File: src/rtl/fetch_unit_pkg.sv
// Shared definitions for the fetch unit: FSM state encoding and instruction-window sizing.
package fetch_unit_pkg;

  localparam int INSTR_MAX_BYTES = 15;
  localparam int INSTR_BITS      = 8 * INSTR_MAX_BYTES;

  typedef enum logic [1:0] {
    ST_REQ     = 2'd0,
    ST_WAIT    = 2'd1,
    ST_PRESENT = 2'd2,
    ST_EXEC    = 2'd3
  } fetch_state_t;

endpackage

File: src/rtl/fetch_unit_if.sv
// Fetch unit bus bundle: memory read port, decode presentation and execute commit.
interface fetch_unit_if
  import fetch_unit_pkg::*;
#(
  parameter int WINDOW_BYTES = 16
) ();

  logic                      mem_req_valid;
  logic                      mem_req_ready;
  logic [31:0]               mem_req_addr;
  logic                      mem_rsp_valid;
  logic [8*WINDOW_BYTES-1:0] mem_rsp_data;
  logic                      instr_valid;
  logic                      instr_ready;
  logic [INSTR_BITS-1:0]     instr_bytes;
  logic [31:0]               instr_eip;
  logic                      commit_valid;
  logic [31:0]               next_eip;
  logic                      commit_ready;
  logic [31:0]               retired_count;

  modport master (
    output mem_req_valid, mem_req_addr, instr_valid, instr_bytes, instr_eip,
           commit_ready, retired_count,
    input  mem_req_ready, mem_rsp_valid, mem_rsp_data, instr_ready,
           commit_valid, next_eip
  );

  modport slave (
    input  mem_req_valid, mem_req_addr, instr_valid, instr_bytes, instr_eip,
           commit_ready, retired_count,
    output mem_req_ready, mem_rsp_valid, mem_rsp_data, instr_ready,
           commit_valid, next_eip
  );

endinterface

File: src/rtl/fetch_buf.sv
// Instruction window buffer: captures the low INSTR_MAX_BYTES of a memory window on load.
module fetch_buf
  import fetch_unit_pkg::*;
#(
  parameter int WINDOW_BYTES = 16
) (
  input  logic                      clk,
  input  logic                      rst,
  input  logic                      load,
  input  logic [8*WINDOW_BYTES-1:0] data,
  output logic [INSTR_BITS-1:0]     bytes
);

  logic [INSTR_BITS-1:0] win_q;

  always_ff @(posedge clk) begin
    if (rst) begin
      win_q <= '0;
    end else if (load) begin
      win_q <= data[INSTR_BITS-1:0];
    end
  end

  assign bytes = win_q;

  // Bytes beyond the longest instruction are never presented to decode.
  generate
    if (WINDOW_BYTES > INSTR_MAX_BYTES) begin : g_spare
      logic unused_spare_bytes;
      assign unused_spare_bytes = ^data[8*WINDOW_BYTES-1:INSTR_BITS];
    end
  endgenerate

endmodule

File: src/rtl/fetch_unit.sv
// Single-outstanding instruction fetch FSM (REQ -> WAIT -> PRESENT -> EXEC).
// Optional retired-instruction counter enabled by macro FETCH_RETIRE_COUNT_EN.
module fetch_unit
  import fetch_unit_pkg::*;
#(
  parameter logic [31:0] RESET_EIP    = 32'h0000_0000,
  parameter int          WINDOW_BYTES = 16
) (
  input  logic        clk,
  input  logic        rst,
  fetch_unit_if.master bus
);

  fetch_state_t state;
  logic [31:0]  eip_q;
  logic         req_valid_q;
  logic         instr_valid_q;
  logic         commit_ready_q;
  logic         load;

  assign load = (state == ST_WAIT) && bus.mem_rsp_valid;

  // Handshake outputs are registered alongside the state so each is high only in its own state.
  always_ff @(posedge clk) begin
    if (rst) begin
      state          <= ST_REQ;
      eip_q          <= RESET_EIP;
      req_valid_q    <= 1'b1;
      instr_valid_q  <= 1'b0;
      commit_ready_q <= 1'b0;
    end else begin
      case (state)
        ST_REQ: begin
          if (req_valid_q && bus.mem_req_ready) begin
            state       <= ST_WAIT;
            req_valid_q <= 1'b0;
          end
        end
        ST_WAIT: begin
          if (bus.mem_rsp_valid) begin
            state         <= ST_PRESENT;
            instr_valid_q <= 1'b1;
          end
        end
        ST_PRESENT: begin
          if (bus.instr_ready) begin
            state          <= ST_EXEC;
            instr_valid_q  <= 1'b0;
            commit_ready_q <= 1'b1;
          end
        end
        ST_EXEC: begin
          if (bus.commit_valid) begin
            state          <= ST_REQ;
            eip_q          <= bus.next_eip;
            commit_ready_q <= 1'b0;
            req_valid_q    <= 1'b1;
          end
        end
        default: state <= ST_REQ;
      endcase
    end
  end

  fetch_buf #(
    .WINDOW_BYTES (WINDOW_BYTES)
  ) u_buf (
    .clk   (clk),
    .rst   (rst),
    .load  (load),
    .data  (bus.mem_rsp_data),
    .bytes (bus.instr_bytes)
  );

  assign bus.mem_req_valid = req_valid_q;
  assign bus.mem_req_addr  = eip_q;
  assign bus.instr_valid   = instr_valid_q;
  assign bus.instr_eip     = eip_q;
  assign bus.commit_ready  = commit_ready_q;

`ifdef FETCH_RETIRE_COUNT_EN
  logic [31:0] retired_q;

  always_ff @(posedge clk) begin
    if (rst) begin
      retired_q <= '0;
    end else if (commit_ready_q && bus.commit_valid) begin
      retired_q <= retired_q + 32'd1;
    end
  end

  assign bus.retired_count = retired_q;
`else
  assign bus.retired_count = '0;
`endif

endmodule

File: src/flat_wrapper.sv
// flat-port wrapper written by rule: the top's interface ports become plain ports
module fetch_unit_flat import fetch_unit_pkg::*;
#(
  parameter logic [31:0] RESET_EIP    = 32'h0000_0000,
  parameter int          WINDOW_BYTES = 16
)
  (clk, rst, bus_mem_req_valid, bus_mem_req_addr, bus_instr_valid, bus_instr_bytes, bus_instr_eip, bus_commit_ready, bus_retired_count, bus_mem_req_ready, bus_mem_rsp_valid, bus_mem_rsp_data, bus_instr_ready, bus_commit_valid, bus_next_eip);
  fetch_unit_if #(.WINDOW_BYTES(WINDOW_BYTES)) bus_i ();
  input  logic clk;
  input  logic rst;
  output wire logic [$bits(bus_i.mem_req_valid)-1:0] bus_mem_req_valid;
  output wire logic [$bits(bus_i.mem_req_addr)-1:0] bus_mem_req_addr;
  output wire logic [$bits(bus_i.instr_valid)-1:0] bus_instr_valid;
  output wire logic [$bits(bus_i.instr_bytes)-1:0] bus_instr_bytes;
  output wire logic [$bits(bus_i.instr_eip)-1:0] bus_instr_eip;
  output wire logic [$bits(bus_i.commit_ready)-1:0] bus_commit_ready;
  output wire logic [$bits(bus_i.retired_count)-1:0] bus_retired_count;
  input wire logic [$bits(bus_i.mem_req_ready)-1:0] bus_mem_req_ready;
  input wire logic [$bits(bus_i.mem_rsp_valid)-1:0] bus_mem_rsp_valid;
  input wire logic [$bits(bus_i.mem_rsp_data)-1:0] bus_mem_rsp_data;
  input wire logic [$bits(bus_i.instr_ready)-1:0] bus_instr_ready;
  input wire logic [$bits(bus_i.commit_valid)-1:0] bus_commit_valid;
  input wire logic [$bits(bus_i.next_eip)-1:0] bus_next_eip;
  assign bus_mem_req_valid = bus_i.mem_req_valid;
  assign bus_mem_req_addr = bus_i.mem_req_addr;
  assign bus_instr_valid = bus_i.instr_valid;
  assign bus_instr_bytes = bus_i.instr_bytes;
  assign bus_instr_eip = bus_i.instr_eip;
  assign bus_commit_ready = bus_i.commit_ready;
  assign bus_retired_count = bus_i.retired_count;
  assign bus_i.mem_req_ready = bus_mem_req_ready;
  assign bus_i.mem_rsp_valid = bus_mem_rsp_valid;
  assign bus_i.mem_rsp_data = bus_mem_rsp_data;
  assign bus_i.instr_ready = bus_instr_ready;
  assign bus_i.commit_valid = bus_commit_valid;
  assign bus_i.next_eip = bus_next_eip;
  fetch_unit #(.RESET_EIP(RESET_EIP), .WINDOW_BYTES(WINDOW_BYTES)) u_core (.clk(clk), .rst(rst), .bus(bus_i));
endmodule
File: config.mk
export PLATFORM = sky130hd
export DESIGN_NAME = fetch_unit_flat
export DESIGN_NICKNAME = d
export VERILOG_FILES = /design/src/rtl/fetch_unit_pkg.sv /design/src/rtl/fetch_unit_if.sv /design/src/rtl/fetch_buf.sv /design/src/rtl/fetch_unit.sv /design/src/flat_wrapper.sv
export SDC_FILE = /design/constraint.sdc
export NUM_CORES = 1
export LEC_CHECK = 0
export ABC_AREA = 1
export ABC_CLOCK_PERIOD_IN_PS = 2800
export BUFFER_PORTS_ARGS = -buffer_cell sky130_fd_sc_hd__buf_2
export CAP_MARGIN = 0
export CORE_AREA = 2 2 148 150
export DETAILED_ROUTE_END_ITERATION = 10
export DIE_AREA = 0 0 150 152
export SYNTH_ARGS = -nofsm -noshare
export SYNTH_HDL_FRONTEND = slang
export SYNTH_SLANG_ARGS = --single-unit
export TNS_END_PERCENT = 20
File: constraint.sdc
create_clock -name clk -period 2.8 [get_ports clk]
set_input_delay 0.28 -clock clk [delete_from_list [all_inputs] [get_ports clk]]
set_output_delay 0.28 -clock clk [all_outputs]
set_load 0.02 [all_outputs]
-- Yosys cells after proc, flatten, opt, wreduce, memory -nomap -nowiden
Cells that the tools add are included.
- muxes and demuxes: 14
- reduce and logical (&&, ||, !) cells: 11
- eq/ne operators: 7
- operators with widths (operator ; number):
    AND reduction 3 bit ; 3
    two-way mux 2 bit ; 4
    case mux 2 bit (4 select lines) ; 1
    two-way mux 1 bit ; 6
    != test 2 bit (second input constant) ; 3
    case mux 1 bit (2 select lines) ; 3
    nonzero test 2 bit ; 3
    equality test 2 bit (second input constant) ; 2
    AND reduction 4 bit ; 1
    equality test 2 x 1 -> 1 bit (second input constant) ; 1
    logical AND 1 bit ; 2
    logical NOT 2 bit ; 1
    != test 2 x 1 -> 1 bit (second input constant) ; 1
    AND reduction 2 bit ; 1
- output and inout bits: 219
- register bits: 157
- input port bits: 166

-- Logic depth before layout (Yosys ltp)
Gate-level depths: netlist of run 1.
- depth in word-level cells: 3
- depth in mapped cells: 8
- mapped depth without buffers: 8

-- Modules after synthesis
Synthesis of run 1 repeated with hierarchy kept, for this count alone.
- cell total of the unflattened synthesis: 1023
- area total of the unflattened synthesis: 6920.4 sq um
- modules (own cells, without submodules) (module ; cells an instance ; area each (sq um) ; seq. area each (sq um) ; instances):
    fetch_buf ; 761 ; 4944.7 ; 2402.3 ; 1
    fetch_unit ; 262 ; 1975.6 ; 740.7 ; 1

-- Worst setup path before layout of run 1
OpenSTA, ideal clock, no wires.
- kind: register -> register
- start point: register u_core.state[0]
- end point: register u_core.state[0]
- data arrival time: 1.181 ns
- clock period less this slack: 1.294 ns
- cell stages (with the launch flop): 9
- setup slack: 1.506 ns
- setup time: 0.113 ns
- buffers on the path: 0
- path through: dfxtp_1 -> inv_1 -> ha_1 -> nand2_1 -> nand2_1 -> nor2_1 -> nand2_1 -> nand2_1 -> nor2_1
- cells in the longest elaborated chain, start to end: 3
- elaborated cells between the ends (all ways): 10
- ends and longest elaborated chain (what ; RTL line ; source):
    from (decl) ; fetch_unit.sv:14 ; fetch_state_t state;
    from (signal assigned) ; fetch_unit.sv:26 ; state <= ST_REQ;
    from (signal assigned) ; fetch_unit.sv:35 ; state <= ST_WAIT;
    from (signal assigned) ; fetch_unit.sv:41 ; state <= ST_PRESENT;
    equality test 2 x 1 -> 1 bit, or another cell as far along ; fetch_unit.sv:32 ; case (state)
    != test 2 bit (no line) / != test 2 x 1 -> 1 bit (equally long branches) ; n/a ;
    AND reduction 4 bit (no line) ; n/a ;
Several ways; a longest one is shown, not always the timed one.
A chain may end at the register's enable or synchronous reset.

-- Worst setup path after layout of run 1
- start point: register u_core.state[1]
- end point: register u_core.u_buf.win_q[42], in the netlist u_core.u_buf.bytes[42]
- cells in the longest elaborated chain, start to end: 2
- ends and longest elaborated chain (what ; RTL line ; source):
    equality test 2 x 1 -> 1 bit ; fetch_unit.sv:21 ; assign load = (state == ST_WAIT) && bus.mem_rsp_valid;
    logical AND 1 bit ; fetch_unit.sv:21 ;
    to (signal assigned) ; fetch_buf.sv:20 ; win_q <= data[INSTR_BITS-1:0];
    to (decl) ; fetch_buf.sv:14 ; logic [INSTR_BITS-1:0] win_q;
Every way passes these cells.

==> results.toml, run 1 <==
[cts]
postCtsHoldBufs = 0
clock-sinks = 157
clk-insertion-delay-late_ps = 410
clk_path_buf_depth = 2
cts_resized = 0
cts_setup_buffers = 0
cts_buffers = 17
cts_tree = "done"
path_clk_slew_ps = 70
ctsRootBufferMaster = "clkbuf_16"
htreeDepth = 4

[place]
placedCellCount = 1325
place_ws_ps = 761
port_buffers = 344
hpwlAfterDp_microns = 12000
place.gp.congestion = 0.766

[global_route]
grt_pass1_vias = 5227
grt_max_degree = 158
grt_overflow = 0
antenna_found_initial = 0
track_usage_pct = 14.7
grt_pass1_wl_microns = 26800

[synthesis]
syn_inst = 776
avgSynthCellArea_sq_um = 7.85
yosysSeqAreaShare_pct = 51.6
ys_ff_latch = 157
synth_area_sq_um = 6090
yosys.cell_types.count = 19
yosys_warnings = 0

[drt]
vias = 5730
antenna_left = 0
viasPerCell = 4.22
drc = 0
wire_per_inst_microns = 12.8
firstDrtPassIters = 4
drt_iter0_markers = 273
routed_wirelength_microns = 17300

[sta]
max_freq_mhz = 501
tns_ps = 0
rsz0062_at_grt = "no"
fin_worst_skew_ps = 8.72
worst_pin_slew_ps = 683
setup_slack_ps = 806
drv_slew = 0
fin_crit_sh_pct = 71.2
hold_violations = 0
setup_viol = 0
maxSlewHeadroom_pct = 54.5
fin_crit_ps = 1990

[min_path]
hp-start = "bus_mem_rsp_data[105]"
hold_class = "in2reg"
holdPathStages = 3

[setup_path]
cp-start-kind = "flip-flop"
critical_path_class = "reg2reg"
worst_setup_path_end_kind = "flip-flop"
cp.arrival_ps = 2340
critPathMaxFanout = 44
startpoint = "u_core.state[1]"
rr_worst_depth = 7
critPathRequiredTime_ps = 3140
r2r_start = "u_core.state[1]"

[floorplan]
die_w_microns = 150
rows = 54
num_io_pins = 385
chipHeight_microns = 152
core_sq_um = 21400
die_area_sq_um = 22800
start_util_pct = 28.5

[pwr]
leakagePower_uw = 0.00411
powerDensity_nw_per_um2 = 955
finalPower_uw = 7830
ir_drop_mv = 0.331

[cells_and_area]
area_growth_pct = 34.6
layout-drive-gt1-share_pct = 35.8
fin_nets = 1236
layout.cells.non_filler = 1357

[outcome]
status = "finished, final reports clean"

[job]
drv_cap = 0
report_power, final:
group | internal [uW] | leakage, uW | switching, uW
registers | 2730 | 0.00128 | 254
clock network | 1450 | 0.000300 | 972
logic | 821 | 0.00253 | 1610
total | 4990 | 0.00411 | 2840
through the flow:
step | hold WS [ps] | area (sq um) | utilization, %
final | 101 | 8200 | 38.4
after global routing | 94.0 | 8200 | 38.4
after CTS | 74.7 | 8200 | 38.4
after detailed placement | 466 | 7580 | 35.5
after global placement | 457 | 7580 | 35.5
after floorplan | 428 | 6210 | -
registers in the layout (all words and copies together), names as in the netlist:
register                  count
u_core.u_buf.bytes          120
u_core.bus.instr_eip         32
u_core.state                  2
u_core.bus.mem_req_valid      1
u_core.bus.commit_ready       1
u_core.bus.instr_valid        1
layer usage:
metal  part of all wire [%]  track usage [%]
met5                      0                0
met3                    9.8             4.98
met2                     45             24.0
met1                     43             17.9
met4                    2.0             5.03
logic make-up after synthesis:
logic type	Yosys count	share of synthesized area (%)
other	1	0.0615
AND/OR/NAND/NOR	332	20.6
adder cells (fa/ha/maj)	6	1.23
buffers and inverters	125	13.8
flip-flops	157	51.6
AO/OA/AOI/OAI	155	12.8
cell usage after synthesis:
library cell | n | area, sq um
nor2_1 | 312 | 1170
dfxtp_1 | 157 | 3140
o21ai_0 | 150 | 751
buf_4 | 67 | 503
nand2_1 | 17 | 63.8
buf_2 | 15 | 75.1
buf_6 | 12 | 135
clkbuf_2 | 10 | 50.1
inv_1 | 10 | 37.5
clkbuf_1 | 9 | 33.8
ha_1 | 6 | 75.1
o21ai_1 | 3 | 15.0
inv_2 | 2 | 7.51
a21oi_1 | 1 | 5.00
a31oi_1 | 1 | 6.26
conb_1 | 1 | 3.75
nand2_2 | 1 | 6.26
nand3_1 | 1 | 5.00
nand4_1 | 1 | 6.26
path summary, 6_finish.rpt:
check	endpoint	slack (ps)
setup / recovery	u_core.u_buf.bytes[42]	810
hold / removal	u_core.u_buf.bytes[105]	100
setup reg to reg	u_core.u_buf.bytes[42]	810
hold reg to reg	u_core.u_buf.bytes[72]	470
critical path, cell delays in order (launching register included):
cell and delay (ps):
dfxtp_1 360, inv_1 120, ha_1 220, nand2_4 260, inv_4 430, buf_4 340
nor2_1 70, nor2_1 110
placed cells by master (no fill, tap or decap), drive strengths merged:
cell type  Yosys  final
diode          0      1
a31oi          1      1
nor2         312    312
bufinv         0      3
clkinv         0      5
o21ai        153    153
nand4          1      1
ha             6      6
inv           12     16
nand3          1      1
clkinvlp       0      1
clkbuf        19     18
conb           1     32
buf           94    351
a21oi          1      1
dfxtp        157    157
nand2         18     18
cell type report:
cell class              instances  area (sq um)
inverters                      12          48.8
fillers                      2265         13100
repair buffers                351          1810
clock buffers                  18           439
well taps                     280           350
multi-input cells             525          2230
diodes                          1          2.50
flip-flops and latches        157          3140
clock inverters                13           179
Power figures use the tool's default switching activity.
==> inputs of run 2 (changes only) <==
- ABC_AREA: 1 -> 0
- ABC_CLOCK_PERIOD_IN_PS: 2800 -> 1700
- CORE_AREA: 2 2 148 150 -> 2 2 149 151
- DIE_AREA: 0 0 150 152 -> 0 0 151 153
- clock period: 2.8 -> 1.7 ns (I/O delays scaled with it)
==> run 2 against run 1 <==
- via count rose by 11%
- cell count up 9.9%
- first-iteration DRC count down 7.3%
- routed wire length increased by 12%
- highest routed layer unchanged
- die area rose by 1.3%
- fmax is 27% higher
- register-to-register slack got worse by 680 ps
- synthesized cell count decreased by 1.5%
==> results.toml, run 2 <==
[setup_path]
cp.arrival_ps = 1900
worst_setup_path_end_kind = "flip-flop"
critPathRequiredTime_ps = 2030
cp-start-kind = "flip-flop"
critPathMaxFanout = 42
critical_path_class = "reg2reg"

[sta]
tns_ps = 0
fin_crit_ps = 1570
setup_viol = 0
hold-worst-slack_ps = 21.1
drv_slew = 0
hold_violations = 0
rsz0062_at_grt = "no"
fin_crit_sh_pct = 92.5
max_freq_mhz = 636
fin_worst_skew_ps = 12.4

[floorplan]
rows = 54
chipHeight_microns = 153
core_sq_um = 21500
num_io_pins = 385
die_w_microns = 151
die_area_sq_um = 23100
start_util_pct = 28.4

[cells_and_area]
multi_input_area_sq_um = 2290
area_growth_pct = 59.7
layout.cells.non_filler = 1492
largest_reg_flops = 120
regArea_sq_um = 3140
final_cell_mix = "buf_2, nand2_1, dfxtp_1"
fin_nets = 1370
nFillCells = 2107
layout_commonest_cell = "buf_2"
stdcell_area_sq_um = 9750
layout-drive-gt1-share_pct = 32.5

[drt]
viasPerCell = 4.27
firstDrtPassIters = 6
wire_per_inst_microns = 13.0
drt_iter0_markers = 253
vias = 6365
routed_wirelength_microns = 19400
antenna_left = 0
drc = 0

[cts]
path_clk_slew_ps = 70
clk-insertion-delay-late_ps = 420
cts_tree = "done"
clock-sinks = 157
ctsRootBufferMaster = "clkbuf_16"
htreeDepth = 4
cts_buffers = 17
clk_path_buf_depth = 2

[synthesis]
synthTopCellsByCount = "nand2_1, dfxtp_1, a21oi_1, buf_4, buf_2"
synth_most_common_cell = "nand2_1"
yosysSeqAreaShare_pct = 51.5
yosys.cell_types.count = 28
yosys_warnings = 0
synth_area_sq_um = 6110
synth_top_area_share_pct = 51.5
avgSynthCellArea_sq_um = 7.99
syn_inst = 764
synthArstFlopShare_pct = 0
synth-edff-count = 0
synth-main-ff-cell = "dfxtp_1"
synth_top_cell_by_area = "dfxtp_1"
synthTopCellsByArea = "dfxtp_1, nand2_1, a21oi_1"
ys_ff_latch = 157

[global_route]
grt_pass1_vias = 5966
grt_max_degree = 75
antenna_found_initial = 1
grt_pass1_wl_microns = 29100
grt_overflow = 0
track_usage_pct = 15.7

[job]
drv_cap = 0

[pwr]
p_seq_share_pct = 38.5
powerDensity_nw_per_um2 = 1170
p_int_uw = 7560
leakagePower_uw = 0.00451
p_sw_uw = 3890
power_frac_clock_pct = 32.7
sw_frac_of_total_pct = 34.0
p_comb_share_pct = 28.8
ir_drop_mv = 0.672

[place]
place.gp.congestion = 0.751
port_buffers = 344
hpwlAfterDp_microns = 12200
placedCellCount = 1314
placed_area_sq_um = 7710

[min_path]
hold_class = "in2reg"

[outcome]
status = "finished, final reports clean"
-- run 2: changes by cell type after synthesis, moves of 3 or more --
| cell | change |
|---|---|
| o21ai_1 | -3 |
| clkbuf_1 | +7 |
| clkbuf_2 | -10 |
| a21oi_1 | +153 |
| inv_1 | -6 |
| buf_1 | +4 |
| buf_2 | +4 |
| nand2b_1 | +5 |
| o21ai_0 | -149 |
| nor2_1 | -311 |
| nand2_1 | +289 |
-- run 2: per-stage QoR --
| stage | setup slack (ps) | utilization [%] | power, uW |
|---|---|---|---|
| detailed placement | 133 | 35.9 | 7500 |
| global placement | 181 | 35.9 | 7460 |
| global route | 15.1 | 45.4 | 12100 |
| floorplan | 281 | - | 6580 |
| CTS | 124 | 45.3 | 11600 |
| finish | 128 | 45.4 | 11400 |
-- run 2: cell families after synthesis --
family	synth area share [%]
DFF	51.5
other	0.0614
adders and majority gates	1.23
AOI/OAI and AO/OA	13.9
and+or+nand+nor	20.0
muxes	0.164
buffers and inverters	13.1
-- run 2: area by class of cell --
cell class / instances / area share (%)
repair buffers: 499 / 34.5
flip-flops and latches: 157 / 32.2
multi-input cells: 519 / 23.5
clock buffers: 19 / 4.64
well taps: 280 / 3.59
clock inverters: 13 / 1.33
inverters: 4 / 0.154
diodes: 1 / 0.0257
-- run 2: timing repair --
item | in CTS | in global routing
gates resized for setup | 0 | 1
hold endpoints to repair | 144 | 0
setup buffers | 0 | 1
hold buffers | 144 | 0
endpoints found under the setup margin | 0 | 4
-- run 2: critical path, cell delays in order, from the launching register on --
cell,delay [ps]
dfxtp_1,400
inv_1,100
ha_1,240
nand2_4,220
buf_12,250
nand2_1,90
a21oi_1,170
-- run 2: final timing paths --
check | startpoint | end | slack (ps) | cells past startpoint
worst max-delay path | u_core.state[1] | u_core.u_buf.bytes[22] | 130 | 6
worst min-delay path | bus_mem_rsp_data[114] | u_core.u_buf.bytes[114] | 20 | 3
worst max register to register | u_core.state[1] | u_core.u_buf.bytes[22] | 130 | 6
worst min register to register | u_core.u_buf.bytes[49] | u_core.u_buf.bytes[49] | 450 | 2
-- run 2: per-layer routing --
layer / track usage (%) / vias to the layer above / part of all wire [%] / wire, microns
li1: - / 3219 / - / -
met1: 18.0 / 2873 / 41 / 7930
met2: 27.4 / 242 / 50 / 9700
met3: 4.39 / 31 / 7.3 / 1420
met4: 6.01 / 0 / 2.1 / 401
met5: 0 / - / 0 / 0
-- run 2: power groups by stage --
stage	sequential, uW	clock (uW)	combinational, uW
after global routing	4470	4020	3600
after CTS	4400	3890	3280
final	4410	3740	3300
after floorplan	5020	0	1560
after global placement	4460	0	3000
after detailed placement	4480	0	3020
==> inputs of run 3 (changes only) <==
- REMOVE_ABC_BUFFERS: not set -> 1
==> run 3 against run 2 <==
- combinational power barely moved
- register-to-register slack is essentially flat
- first-iteration DRC count decreased by 6.3%
- fmax up 0.44%
- via count barely moved
- routed wire length rose by 1.8%
- sequential cell count unchanged
- critical path type unchanged
- clock skew down 2.7 ps
- setup slack better by 6.9 ps
- critical endpoint is now u_core.u_buf.bytes[24]
- total power fell by 1.5%
- sequential share of layout area up 0.15 points
- non-clock buffer count is 1 higher
==> results.toml, run 3 (synthesis results as in run 2) <==
[drt]
firstDrtPassIters = 4
vias = 6362
dr_wl_met3_microns = 1310
drc = 0
met1Wirelength_microns = 8590
wire_per_inst_microns = 13.3
routed_wirelength_microns = 19800
drt_iter0_markers = 237
top_layer_used = "met4"
antenna_left = 0
dr_wl_met2_microns = 9470
viasPerCell = 4.26

[global_route]
grt_overflow = 0
grt_pass1_vias = 5975
antenna_found_initial = 0
grt_pass1_wl_microns = 30300
track_usage_pct = 16.4
grt_max_degree = 75

[cts]
clock-sinks = 157
cts_tree = "done"
ctsRootBufferMaster = "clkbuf_16"
clk_path_buf_depth = 2
htreeDepth = 4
cts_buffers = 17
path_clk_slew_ps = 70
clk-insertion-delay-late_ps = 410

[place]
port_buffers = 344
place.gp.congestion = 0.793
hpwlAfterDp_microns = 12700
place_ws_ps = 135

[cells_and_area]
largest_reg_flops = 120
layout-drive-gt1-share_pct = 32.6
fin_nets = 1371
layout_commonest_cell = "buf_2"
antenna_cells = 0
final_cell_mix = "buf_2, nand2_1, dfxtp_1"
area_growth_pct = 58.9

[sta]
fin_crit_sh_pct = 92.1
tns_ps = 0
setup_viol = 0
drv_slew = 0
setup_slack_ps = 135
fin_worst_skew_ps = 9.76
fin_crit_ps = 1560
rsz0062_at_grt = "no"
max_freq_mhz = 639
hold_violations = 0

[setup_path]
worst_setup_path_end_kind = "flip-flop"
critical_path_class = "reg2reg"
critPathMaxFanout = 47
r2r_start = "u_core.state[1]"
startpoint = "u_core.state[1]"
critPathRequiredTime_ps = 2030
worstReg2RegEnd = "u_core.u_buf.bytes[24]"
reg2reg_slack_ps = 140
cp-start-kind = "flip-flop"
rr_worst_depth = 6
cp.arrival_ps = 1890

[floorplan]
chipHeight_microns = 153
start_util_pct = 28.4
core_sq_um = 21500
rows = 54
die_w_microns = 151
die_area_sq_um = 23100
num_io_pins = 385

[pwr]
leakagePower_uw = 0.00449
finalPower_uw = 11300
powerDensity_nw_per_um2 = 1160
ir_drop_mv = 0.624

[min_path]
hold_class = "in2reg"
whs_endpoint = "u_core.u_buf.bytes[56]"
holdPathStages = 3
hp-start = "bus_mem_rsp_data[56]"

[job]
drv_cap = 0

[outcome]
status = "finished, final reports clean"
==> run 3: layout make-up <==
cell class              count  area, sq um
clock buffers              19          443
clock inverters            13          108
fillers                  2073        11800
inverters                   4         15.0
multi-input cells         519         2290
flip-flops and latches    157         3140
well taps                 280          350
repair buffers            500         3360
==> run 3: where the power goes <==
part	switching, uW	total, uW	internal [uW]
Sequential	247	4400	4150
Clock	1650	3590	1940
Combinational	2030	3300	1270
Total	3920	11300	7360
==> run 3: per-stage QoR <==
step	util [%]	cell area (sq um)	hold WS, ps	std cells
6_report	45.2	9710	28.0	1492
5_1_grt	45.2	9710	3.42	1492
4_1_cts	45.2	9700	0.0359	1492
3_5_place_dp	35.9	7720	416	1317
3_3_place_gp	35.9	7720	411	1317
2_1_floorplan	-	5440	239	680
==> run 3: metal layers <==
layer | vias to the layer above | global-route usage, %
li1 | 3213 | -
met1 | 2907 | 19.9
met2 | 215 | 27.6
met3 | 27 | 4.42
met4 | 0 | 5.83
met5 | - | 0
==> run 3: critical path, stage by stage, from the launching register on <==
cell	delay, ps
dfxtp_1	350
inv_1	120
ha_1	240
and2_4	240
buf_12	230
nand2_1	120
a21oi_1	170
==> run 3: worst max path at each step <==
stage / endpoint / slack (ps) / depth (start not counted)
after detailed placement: u_core.u_buf.bytes[103] / 140 / 6
final: u_core.u_buf.bytes[24] / 140 / 6
after floorplan: u_core.u_buf.bytes[0] / -1280 / 5
after CTS: u_core.u_buf.bytes[8] / 110 / 6
after global routing: u_core.bus.commit_ready / 60 / 5
after global placement: u_core.u_buf.bytes[100] / 200 / 6
==> run 3: timing repair <==
| item | CTS | global route |
|---|---|---|
| setup endpoints to repair | 0 | 5 |
| resized for setup | 0 | 1 |
| hold endpoints to repair | 143 | 0 |
| hold buffers | 143 | 0 |
| setup buffers | 0 | 0 |
